===== src/rtl/crc_pkg.sv =====
// Shared types and LFSR step function for the serial CRC generator/checker pair.
// The Seed/Taps defaults here set the polynomial used on the link.
package crc_pkg;

   typedef enum logic [1:0] {
      IDLE  = 2'd0,
      DATA  = 2'd1,
      CHECK = 2'd2,
      DONE  = 2'd3
   } crc_state_e;

   localparam logic [7:0] CRC_SEED_DEF = 8'hD8;
   localparam logic [7:0] CRC_TAPS_DEF = 8'h44;
   localparam int         LFSR_MAX_WD  = 32;

   // One LFSR step: the top stage takes the feedback, lower stages shift down with tapped XOR.
   function automatic logic [LFSR_MAX_WD-1:0] lfsr_step(
      input logic [LFSR_MAX_WD-1:0] cur,
      input logic [LFSR_MAX_WD-1:0] taps,
      input logic                   din,
      input int                     wd
   );
      logic                   fb;
      logic [LFSR_MAX_WD-1:0] shr;
      logic [LFSR_MAX_WD-1:0] nxt;
      fb  = din ^ cur[0];
      shr = cur >> 1;
      nxt = '0;
      for (int i = 0; i < LFSR_MAX_WD; i++) begin
         if (i < wd - 1)
            nxt[i] = shr[i] ^ (taps[i] & fb);
         else if (i == wd - 1)
            nxt[i] = fb;
      end
      return nxt;
   endfunction

endpackage


===== src/rtl/crc_lfsr_core.sv =====
// LFSR register with load/step/shift controls, shared by the serial CRC generator and checker
// so both ends of the link always agree on the polynomial. Priority: load > step > shift.
module crc_lfsr_core
   import crc_pkg::*;
#(
   parameter int            WD   = 8,
   parameter logic [WD-1:0] SEED = WD'(CRC_SEED_DEF),
   parameter logic [WD-1:0] TAPS = WD'(CRC_TAPS_DEF)
) (
   input  logic clk_i,
   input  logic rst_ni,
   input  logic load_i,
   input  logic step_i,
   input  logic shift_i,
   input  logic data_i,
   output logic lsb_o
);

   logic [WD-1:0] lfsr_q;
   logic [WD-1:0] lfsr_d;
   logic [WD-1:0] stepped;

   assign stepped = WD'(lfsr_step(LFSR_MAX_WD'(lfsr_q), LFSR_MAX_WD'(TAPS), data_i, WD));

   always_comb begin
      lfsr_d = lfsr_q;
      if (load_i)
         lfsr_d = SEED;
      else if (step_i)
         lfsr_d = stepped;
      else if (shift_i)
         lfsr_d = lfsr_q >> 1;
   end

   always_ff @(posedge clk_i or negedge rst_ni) begin
      if (!rst_ni)
         lfsr_q <= SEED;
      else
         lfsr_q <= lfsr_d;
   end

   assign lsb_o = lfsr_q[0];

endmodule


===== config.mk =====
export PLATFORM = sky130hd
export DESIGN_NAME = crc_lfsr_core
export DESIGN_NICKNAME = d
export VERILOG_FILES = /design/src/rtl/crc_pkg.sv /design/src/rtl/crc_lfsr_core.sv
export SDC_FILE = /design/constraint.sdc
export NUM_CORES = 1
export LEC_CHECK = 0
export BUFFER_PORTS_ARGS = -buffer_cell sky130_fd_sc_hd__buf_2
export CORE_AREA = 2 2 39 41
export DETAILED_ROUTE_END_ITERATION = 10
export DIE_AREA = 0 0 41 43
export HOLD_SLACK_MARGIN = 0.15
export SLEW_MARGIN = 25
export SYNTH_ARGS = -nofsm -noshare
export SYNTH_HDL_FRONTEND = slang
export SYNTH_SLANG_ARGS = --single-unit

===== constraint.sdc =====
create_clock -name clk_i -period 2.8 [get_ports clk_i]
set_clock_uncertainty 0.1 [all_clocks]
set_input_delay 0.42 -clock clk_i [delete_from_list [all_inputs] [get_ports clk_i]]
set_output_delay 0.42 -clock clk_i [all_outputs]
set_load 0.05 [all_outputs]

==> After elaboration in Yosys (flattened, before gate mapping) <==
Index checks and enable logic that the tools add are counted.
{ "word_totals": {"regBits": 8, "input_bits": 6, "output_inout_bits": 1, "elab_cells": 8} }
{ "op_classes": {"mux": 3, "bitwise_logic": 3, "reduce_logical": 1} }
{ "op_table": {"columns": ["op", "n"], "rows": [
  ["8-bit 2-to-1 mux", 3],
  ["3-bit nonzero test", 1],
  ["1-bit bitwise XOR", 3]
]} }

==> Depth between registers and ports, before layout <==
Gate-level depths: netlist of the first run.
{ "depth": {"ltp_word": 4, "depth_mapped": 4} }

==> Worst setup path before layout of the first run <==
OpenSTA, ideal clock, no wires.
{ "synth_timing": {"path_type": "reg2reg", "from": "register lfsr_q[0]", "to": "register lfsr_q[6]", "setup_time_ps": 94, "arrival_time_ps": 1281, "required_ps": 2606, "slack_ps": 1324, "stages_incl_launch_ff": 4, "synth_period_minus_slack_ps": 1476, "cell_sequence": "dfrtp_1 xor2_2 a41o_1 a311oi_1"} }
{ "synth_between": {"elab_chain_len": 4} }
{ "synth_lines": {"columns": ["element", "line_no", "rtl"], "rows": [
  ["start: declaration", "crc_lfsr_core.sv:19", "logic [WD-1:0] lfsr_q;"],
  ["start signal: assignment", "crc_lfsr_core.sv:39", "lfsr_q <= lfsr_d;"],
  ["1-bit bitwise XOR", "crc_pkg.sv:26", "fb = din ^ cur[0];"],
  ["1-bit bitwise XOR", "crc_pkg.sv:31", "nxt[i] = shr[i] ^ (taps[i] & fb);"],
  ["8-bit 2-to-1 mux", "crc_lfsr_core.sv:29", "else if (step_i)"],
  ["8-bit 2-to-1 mux", "crc_lfsr_core.sv:27", "if (load_i)"]
]} }
No other way between the ends.
A chain may end at the register's enable or synchronous reset.

==> Final worst setup path of the first run <==
{ "layout_timing": {"from": "register lfsr_q[0]", "to": "output port lsb_o"} }
{ "layout_rtl": {"columns": ["element", "line_no", "rtl"], "rows": [
  ["end: declaration", "crc_lfsr_core.sv:16", "output logic lsb_o"]
]} }
No word-level cell between the ends.

==> results of run 1 <==
==> synth_stat cells <==
| cell | number | share of area, % |
|---|---|---|
| sky130_fd_sc_hd__clkbuf_1 | 1 | 0.96 |
| sky130_fd_sc_hd__a211oi_1 | 2 | 3.8 |
| sky130_fd_sc_hd__nand3_1 | 2 | 2.6 |
| sky130_fd_sc_hd__a21oi_1 | 3 | 3.8 |
| sky130_fd_sc_hd__dfrtp_1 | 4 | 26 |
| sky130_fd_sc_hd__clkbuf_2 | 1 | 1.3 |
| sky130_fd_sc_hd__dfstp_2 | 4 | 27 |
| sky130_fd_sc_hd__xor2_2 | 1 | 4.2 |
| sky130_fd_sc_hd__inv_2 | 1 | 0.96 |
| sky130_fd_sc_hd__nor2b_1 | 1 | 1.6 |
| sky130_fd_sc_hd__buf_2 | 1 | 1.3 |
| sky130_fd_sc_hd__o21ai_0 | 5 | 6.4 |
| sky130_fd_sc_hd__nand2_1 | 5 | 4.8 |
| sky130_fd_sc_hd__nor4_1 | 1 | 1.6 |
| sky130_fd_sc_hd__nor2_1 | 2 | 1.9 |
| sky130_fd_sc_hd__xnor2_1 | 1 | 2.2 |
| sky130_fd_sc_hd__a221o_2 | 1 | 2.9 |
| sky130_fd_sc_hd__a41o_1 | 1 | 2.6 |
| sky130_fd_sc_hd__a311oi_1 | 1 | 2.2 |
| sky130_fd_sc_hd__nor4b_1 | 1 | 2.2 |
==> power by group through the flow <==
stage                     logic [mW]  registers, mW  clock network [mW]
after global placement        0.0341          0.136                   0
after floorplan               0.0229          0.136                   0
after global routing          0.0397          0.135               0.102
after CTS                     0.0359          0.134              0.0933
final                         0.0353          0.134              0.0878
after detailed placement      0.0347          0.136                   0
==> path summary, 6_finish.rpt <==
check	start	endpoint	slack (ns)	cells past startpoint
max	lfsr_q[0]	lsb_o	1.34	1
min	load_i	lfsr_q[5]	0.34	2
max reg2reg	lfsr_q[0]	lfsr_q[6]	1.48	3
min reg2reg	lfsr_q[4]	lfsr_q[4]	0.39	2
max in group asynchronous	rst_ni	lfsr_q[4]	1.92	2
min in group asynchronous	rst_ni	lfsr_q[5]	0.44	2
==> layout make-up <==
class	count	area, µm²
fillers	141	925
flip-flops and latches	8	205
multi-input cells	27	168
repair buffers	7	40.0
clock buffers	3	22.5
well taps	16	20.0
inverters	1	3.75
==> layer usage <==
metal | vias up | GRT usage [%] | wire [µm]
li1 | 156 | - | -
met1 | 148 | 14.1 | 362
met2 | 7 | 14.4 | 350
met3 | 2 | 1.57 | 29
met4 | 0 | 12.0 | 14
met5 | - | 0 | 0
==> per-stage QoR <==
stage | power [mW] | utilization, % | cells
floorplan | 0.159 | - | 39
global placement | 0.170 | 30.8 | 58
detailed placement | 0.170 | 30.8 | 58
CTS | 0.263 | 33.2 | 62
global route | 0.276 | 33.2 | 62
finish | 0.257 | 33.2 | 62
==> cells by family (layout without fill, tap and decap cells) <==
family,after synthesis,after routing,synth area share (%)
flops,8,8,52.6
buf+inv,4,11,4.48
compound gates,13,13,21.8
simple gates,12,12,14.7
xor+xnor,2,2,6.41
==> metrics.txt, run 1 <==
# TYPE chip_impl_metric gauge
chip_impl_metric{name="cts_repair_resize_count",unit=""} 0
chip_impl_metric{name="die_height",unit="µm"} 43
chip_impl_info{name="layout.cells.most_common",value="sky130_fd_sc_hd__buf_2"} 1
chip_impl_metric{name="power_frac_seq",unit="%"} 52.1
chip_impl_metric{name="cap_viol_max_count",unit=""} 0
chip_impl_info{name="grt_setup_unrepaired",value="false"} 1
chip_impl_metric{name="worstSkewPairLatency",unit="ns"} 0.25
chip_impl_metric{name="yosys_warnings",unit=""} 0
chip_impl_metric{name="total_via_count_in_the_routed_design",unit=""} 313
chip_impl_info{name="kind_of_critical_path",value="reg -> out"} 1
chip_impl_metric{name="slew_violations",unit=""} 0
chip_impl_metric{name="global_route.overflow_total",unit=""} 0
chip_impl_info{name="crit_family",value="flip-flops"} 1
chip_impl_info{name="tritoncts",value="done"} 1
chip_impl_metric{name="instance_area_at_placement",unit="µm²"} 427
chip_impl_metric{name="hold_worst_slack",unit="ns"} 0.342
chip_impl_metric{name="power.switching",unit="mW"} 0.0651
chip_impl_metric{name="synth_area_per_cell",unit="µm²"} 10.0
chip_impl_metric{name="die_area",unit="mm²"} 0.00176
chip_impl_metric{name="number_of_antenna_violations_at_the_first_check_in_global_routing",unit=""} 0
chip_impl_metric{name="area_growth",unit="%"} 17.6
chip_impl_metric{name="layout_cells_sized_above_1",unit="%"} 34.8
chip_impl_metric{name="fin_crit_sh",unit="%"} 52.2
chip_impl_metric{name="drt-pass1-iter-count",unit=""} 3
chip_impl_metric{name="irDropWorstVdd",unit="V"} 0.000192
chip_impl_metric{name="postRouteAntennaNets",unit=""} 0
chip_impl_metric{name="powerDensity",unit="mW/mm²"} 560
chip_impl_metric{name="final_period_minus_worst_setup_slack",unit="ns"} 1.46
chip_impl_metric{name="gpl.final_weighted_congestion",unit=""} 0.771
chip_impl_metric{name="worst-endpoint-arrival",unit="ns"} 0.94
chip_impl_metric{name="synth_area",unit="µm²"} 390
chip_impl_info{name="registers.top_by_ff_count",value="lfsr_q"} 1
chip_impl_metric{name="postSynthRegisterBits",unit=""} 8
chip_impl_info{name="timing.critical_path.cells",value="buf_2"} 1
chip_impl_metric{name="timing.critical_path.buf_inv",unit=""} 1
chip_impl_info{name="cp_max_stage_cell",value="sky130_fd_sc_hd__dfrtp_1"} 1
chip_impl_info{name="worstHoldPathType",value="in -> reg"} 1
chip_impl_metric{name="die-width",unit="µm"} 41
chip_impl_metric{name="totalNegativeSetupSlack",unit="ns"} 0
chip_impl_metric{name="synth.net_count",unit=""} 45
chip_impl_metric{name="core_region_area",unit="mm²"} 0.00138
chip_impl_metric{name="worst_path_largest_cell_delay",unit="ns"} 0.40
chip_impl_metric{name="power_frac_clock",unit="%"} 34.2
chip_impl_info{name="timing.critical_path.from_type",value="flip-flop"} 1
chip_impl_metric{name="route.detailed.vias_per_inst",unit=""} 5.05
chip_impl_metric{name="worst-slew-pin-transition",unit="ns"} 0.373
chip_impl_info{name="status",value="finished clean"} 1
chip_impl_metric{name="post-route-drc-count",unit=""} 0
chip_impl_info{name="largest_registers_ranked_by_flip_flop_count",value="lfsr_q (8)"} 1
chip_impl_metric{name="grt_max_degree",unit=""} 14
chip_impl_metric{name="via_count_of_the_first_global_routing_pass",unit=""} 283
chip_impl_metric{name="largest_register_ff_count",unit=""} 8
chip_impl_metric{name="cellLeakagePower",unit="nW"} 0.194
chip_impl_metric{name="boundary_pin_count",unit=""} 7
chip_impl_metric{name="globalRouteTotalUtil",unit="%"} 11.1
chip_impl_info{name="commonest_non_fill_non_tap_cells_in_the_layout",value="sky130_fd_sc_hd__buf_2 (6), sky130_fd_sc_hd__nand2_1 (5), sky130_fd_sc_hd__o21ai_0 (5), sky130_fd_sc_hd__dfrtp_1 (4), sky130_fd_sc_hd__dfstp_2 (4)"} 1
chip_impl_metric{name="postLayoutCellArea",unit="µm²"} 459
chip_impl_metric{name="crit_path_max_fanout",unit=""} 3
chip_impl_metric{name="port-buffer-count",unit=""} 6
chip_impl_metric{name="placement.setup.worst_slack",unit="ns"} 1.40
chip_impl_metric{name="cts_sinks",unit=""} 8
chip_impl_metric{name="share_comb_of_total_power",unit="%"} 13.7
chip_impl_metric{name="wirelength_routed",unit="µm"} 757
chip_impl_metric{name="final-setup-viol-count",unit=""} 0
chip_impl_metric{name="drt-wirelength-per-cell",unit="µm"} 12.2
chip_impl_metric{name="cts_max_path_buffers",unit=""} 2
chip_impl_metric{name="floorplan.rows",unit=""} 14
chip_impl_metric{name="cts_inserted_buffers",unit=""} 3
chip_impl_metric{name="max_clock_freq",unit="MHz"} 684
chip_impl_metric{name="finalHoldViolations",unit=""} 0
chip_impl_metric{name="cts.clk_slew.worst_paths",unit="ns"} 0.05
chip_impl_info{name="endpoint_kind",value="primary output"} 1
chip_impl_metric{name="cts_post_setup_buffers_inserted",unit=""} 0
chip_impl_metric{name="timing.max_slew.rel_slack",unit="%"} 75.0
chip_impl_metric{name="cts.htree.levels",unit=""} 1
chip_impl_metric{name="ys_types",unit=""} 20
chip_impl_metric{name="post_synth_inst_count",unit=""} 39
chip_impl_metric{name="seq_area_frac_synth",unit="%"} 52.6
chip_impl_metric{name="cell_internal_pwr",unit="mW"} 0.192
chip_impl_info{name="clockRootBuffer",value="sky130_fd_sc_hd__clkbuf_4"} 1
chip_impl_metric{name="switching_share",unit="%"} 25.3
chip_impl_metric{name="first_pass_grt_wire_length",unit="mm"} 1.25
chip_impl_metric{name="initialDrtViolationCount",unit=""} 8
chip_impl_metric{name="nNetsFinal",unit=""} 54
chip_impl_metric{name="start_util",unit="%"} 28.2
chip_impl_metric{name="cp.required",unit="ns"} 2.28
chip_impl_metric{name="setup_slack",unit="ns"} 1.34
chip_impl_metric{name="cts_hold_buf",unit=""} 1
chip_impl_metric{name="antenna_cells_inserted",unit=""} 0
No activity file was read; power rests on OpenSTA's default activity.
==> run 2: changes to the inputs <==
--- a/config.mk
+++ b/config.mk
@@ -5,6 +5,7 @@
 export SDC_FILE = /design/constraint.sdc
 export NUM_CORES = 1
 export LEC_CHECK = 0
+export ABC_AREA = 1
 export BUFFER_PORTS_ARGS = -buffer_cell sky130_fd_sc_hd__buf_2
 export CORE_AREA = 2 2 39 41
 export DETAILED_ROUTE_END_ITERATION = 10
==> constraint.sdc (replaced) <==
create_clock -name clk_i -period 1.4 [get_ports clk_i]
set_clock_uncertainty 0.1 [all_clocks]
set_input_delay 0.21 -clock clk_i [delete_from_list [all_inputs] [get_ports clk_i]]
set_output_delay 0.21 -clock clk_i [all_outputs]
set_load 0.05 [all_outputs]
==> metrics.txt, run 2 <==
# TYPE chip_impl_metric gauge
chip_impl_info{name="status",value="finished clean"} 1
chip_impl_info{name="synthDominantAreaCellType",value="sky130_fd_sc_hd__dfstp_2"} 1
chip_impl_metric{name="final_period_minus_worst_setup_slack",unit="ns"} 1.26
chip_impl_metric{name="timing.max_slew.rel_slack",unit="%"} 83.6
chip_impl_metric{name="total_via_count_in_the_routed_design",unit=""} 299
chip_impl_info{name="critical_path.reg2reg.endpoint",value="lfsr_q[6]"} 1
chip_impl_metric{name="first_pass_grt_wire_length",unit="mm"} 1.12
chip_impl_metric{name="worstSkewPairLatency",unit="ns"} 0.25
chip_impl_info{name="largest_registers_ranked_by_flip_flop_count",value="lfsr_q (8)"} 1
chip_impl_metric{name="slew_violations",unit=""} 0
chip_impl_metric{name="async_reset_ff_share",unit="%"} 100
chip_impl_metric{name="largest_register_ff_count",unit=""} 8
chip_impl_metric{name="die-width",unit="µm"} 41
chip_impl_metric{name="drt-pass1-iter-count",unit=""} 4
chip_impl_metric{name="finalHoldViolations",unit=""} 0
chip_impl_metric{name="globalRouteTotalUtil",unit="%"} 9.95
chip_impl_metric{name="fin_crit_sh",unit="%"} 89.9
chip_impl_info{name="yosys_most_used_dff",value="sky130_fd_sc_hd__dfstp_2"} 1
chip_impl_metric{name="area_growth",unit="%"} 25.7
chip_impl_info{name="endpoint_kind",value="flip-flop"} 1
chip_impl_info{name="kind_of_critical_path",value="in -> reg"} 1
chip_impl_metric{name="synth_area_per_cell",unit="µm²"} 8.73
chip_impl_metric{name="number_of_antenna_violations_at_the_first_check_in_global_routing",unit=""} 0
chip_impl_metric{name="nNetsFinal",unit=""} 62
chip_impl_metric{name="synth.net_count",unit=""} 49
chip_impl_metric{name="antenna_cells_inserted",unit=""} 0
chip_impl_metric{name="worst-endpoint-arrival",unit="ns"} 1.34
chip_impl_info{name="synth.top_cells.by_count",value="sky130_fd_sc_hd__inv_1 (10), sky130_fd_sc_hd__nand2_1 (7), sky130_fd_sc_hd__dfrtp_1 (4), sky130_fd_sc_hd__dfstp_2 (4)"} 1
chip_impl_metric{name="r2r_depth",unit=""} 7
chip_impl_metric{name="share_comb_of_total_power",unit="%"} 13.9
chip_impl_metric{name="cellLeakagePower",unit="nW"} 0.241
chip_impl_info{name="clockRootBuffer",value="sky130_fd_sc_hd__clkbuf_4"} 1
chip_impl_info{name="worst_reg2reg_startpoint",value="lfsr_q[0]"} 1
chip_impl_metric{name="cts_max_path_buffers",unit=""} 2
chip_impl_metric{name="ys_types",unit=""} 13
chip_impl_info{name="synth.most_common_cell",value="sky130_fd_sc_hd__inv_1"} 1
chip_impl_metric{name="postRouteAntennaNets",unit=""} 0
chip_impl_metric{name="reg2reg_setup_slack",unit="ns"} 0.34
chip_impl_info{name="registers.top_by_ff_count",value="lfsr_q"} 1
chip_impl_metric{name="final_cells",unit=""} 71
chip_impl_metric{name="synth_area",unit="µm²"} 375
chip_impl_info{name="timing.critical_path.from_type",value="primary input"} 1
chip_impl_metric{name="die_height",unit="µm"} 43
chip_impl_metric{name="post_synth_inst_count",unit=""} 43
chip_impl_metric{name="post-route-drc-count",unit=""} 0
chip_impl_metric{name="via_count_of_the_first_global_routing_pass",unit=""} 286
chip_impl_info{name="commonest_non_fill_non_tap_cells_in_the_layout",value="sky130_fd_sc_hd__inv_1 (10), sky130_fd_sc_hd__nand2_1 (7), sky130_fd_sc_hd__buf_2 (6), sky130_fd_sc_hd__dfrtp_1 (4), sky130_fd_sc_hd__dfstp_2 (4)"} 1
chip_impl_info{name="hold_path_end",value="lfsr_q[7]"} 1
chip_impl_metric{name="cts_repair_resize_count",unit=""} 0
chip_impl_metric{name="number_of_enable_flip_flop_cells_after_synthesis",unit=""} 0
chip_impl_metric{name="die_area",unit="mm²"} 0.00176
chip_impl_metric{name="boundary_pin_count",unit=""} 7
chip_impl_metric{name="crit_path_max_fanout",unit=""} 5
chip_impl_metric{name="drt-wirelength-per-cell",unit="µm"} 8.94
chip_impl_metric{name="dp.final_hpwl",unit="µm"} 501
chip_impl_metric{name="layout_cells_sized_above_1",unit="%"} 34.5
chip_impl_metric{name="cts_sinks",unit=""} 8
chip_impl_metric{name="power_frac_clock",unit="%"} 36.0
chip_impl_metric{name="seq_area_frac_synth",unit="%"} 54.7
chip_impl_metric{name="cell_internal_pwr",unit="mW"} 0.393
chip_impl_metric{name="cts_inserted_buffers",unit=""} 3
chip_impl_metric{name="floorplan.rows",unit=""} 14
chip_impl_metric{name="timing.hold.worst_path_depth",unit=""} 4
chip_impl_metric{name="route.detailed.vias_per_inst",unit=""} 4.21
chip_impl_metric{name="powerDensity",unit="mW/mm²"} 1110
chip_impl_info{name="min_from",value="shift_i"} 1
chip_impl_metric{name="cap_viol_max_count",unit=""} 0
chip_impl_metric{name="initialDrtViolationCount",unit=""} 1
chip_impl_metric{name="global_route.overflow_total",unit=""} 0
chip_impl_metric{name="power.switching",unit="mW"} 0.131
chip_impl_metric{name="yosys_warnings",unit=""} 0
chip_impl_metric{name="totalNegativeSetupSlack",unit="ns"} 0
chip_impl_metric{name="gpl.final_weighted_congestion",unit=""} 0.657
chip_impl_metric{name="cts_hold_buf",unit=""} 2
chip_impl_metric{name="cts.htree.levels",unit=""} 1
chip_impl_info{name="layout.cells.most_common",value="sky130_fd_sc_hd__inv_1"} 1
chip_impl_metric{name="switching_share",unit="%"} 25.0
chip_impl_metric{name="port-buffer-count",unit=""} 6
chip_impl_metric{name="yosysTopAreaCellShare",unit="%"} 28.0
chip_impl_metric{name="cp.required",unit="ns"} 1.48
chip_impl_metric{name="worst-slew-pin-transition",unit="ns"} 0.247
chip_impl_info{name="post_synth_main_area_contributors",value="sky130_fd_sc_hd__dfstp_2 (28%), sky130_fd_sc_hd__dfrtp_1 (27%), sky130_fd_sc_hd__inv_1 (10%)"} 1
chip_impl_metric{name="start_util",unit="%"} 27.1
chip_impl_metric{name="grt_max_degree",unit=""} 9
chip_impl_metric{name="cts.clk_slew.worst_paths",unit="ns"} 0.05
chip_impl_metric{name="power_frac_seq",unit="%"} 50.1
chip_impl_metric{name="irDropWorstVdd",unit="V"} 0.000433
chip_impl_info{name="worstHoldPathType",value="in -> reg"} 1
chip_impl_info{name="tritoncts",value="done"} 1
chip_impl_info{name="grt_setup_unrepaired",value="false"} 1
chip_impl_metric{name="cts_post_setup_buffers_inserted",unit=""} 0
chip_impl_metric{name="postSynthRegisterBits",unit=""} 8
chip_impl_metric{name="core_region_area",unit="mm²"} 0.00138
chip_impl_metric{name="dp.cells",unit=""} 65
chip_impl_metric{name="max_clock_freq",unit="MHz"} 794
chip_impl_metric{name="wirelength_routed",unit="µm"} 635
chip_impl_metric{name="final-setup-viol-count",unit=""} 0
[run 2: power groups by stage]
stage               clock (mW)  combinational (mW)  sequential, mW
floorplan                    0              0.0422           0.269
global placement             0              0.0691           0.266
detailed placement           0              0.0698           0.267
CTS                      0.200              0.0744           0.263
global route             0.215              0.0837           0.265
finish                   0.189              0.0732           0.263
[run 2: per-layer routing]
layer / up-vias / GRT usage, % / share of wire (%)
met5: - / 0 / 0
met4: 0 / 6.00 / 0
met3: 0 / 4.71 / 3.6
met2: 4 / 12.8 / 42
met1: 136 / 13.0 / 54
li1: 159 / - / -
[run 2: logic make-up (layout without fill, tap and decap cells)]
logic type / Yosys count / in the layout / synth area share [%]
flip-flops: 8 / 8 / 54.7
AO/OA/AOI/OAI: 7 / 7 / 11.7
buffers and inverters: 13 / 25 / 13.0
AND/OR/NAND/NOR: 15 / 15 / 20.7
[run 2: worst max-delay path: stages]
cell and delay, ns:
sky130_fd_sc_hd__dlygate4sd3_1 0.53, sky130_fd_sc_hd__buf_2 0.15, sky130_fd_sc_hd__nor2_2 0.22, sky130_fd_sc_hd__nand3_1 0.13, sky130_fd_sc_hd__nand2_1 0.07, sky130_fd_sc_hd__inv_1 0.04
[run 2: cell type report]
cell class,instances,area [µm²]
fill,152,912
sequential,8,205
multi-input combinational,22,121
timing repair buffer,8,50.0
inverter,13,48.8
clock buffer,4,26.3
tap,16,20.0
[run 2: worst max-delay path by stage]
stage	start	endpoint	slack (ns)	cells past startpoint
global placement	lfsr_q[0]	lfsr_q[6]	0.35	7
finish	load_i	lfsr_q[6]	0.14	6
detailed placement	step_i	lfsr_q[5]	0.33	6
global route	load_i	lfsr_q[5]	0.07	5
CTS	load_i	lfsr_q[5]	0.15	5
floorplan	lfsr_q[0]	lfsr_q[6]	0.1	7
[run 2: per-stage QoR]
step	util, %	hold slack, ns	cell area, µm²	worst slack (ns)	power (mW)
after floorplan	-	-0.186	375	0.0996	0.311
after global placement	30.7	-0.0410	425	0.346	0.335
after detailed placement	30.7	-0.0358	425	0.334	0.337
after CTS	34.1	0.162	472	0.145	0.538
after global routing	34.1	0.203	472	0.0719	0.565
final	34.1	0.169	472	0.141	0.524
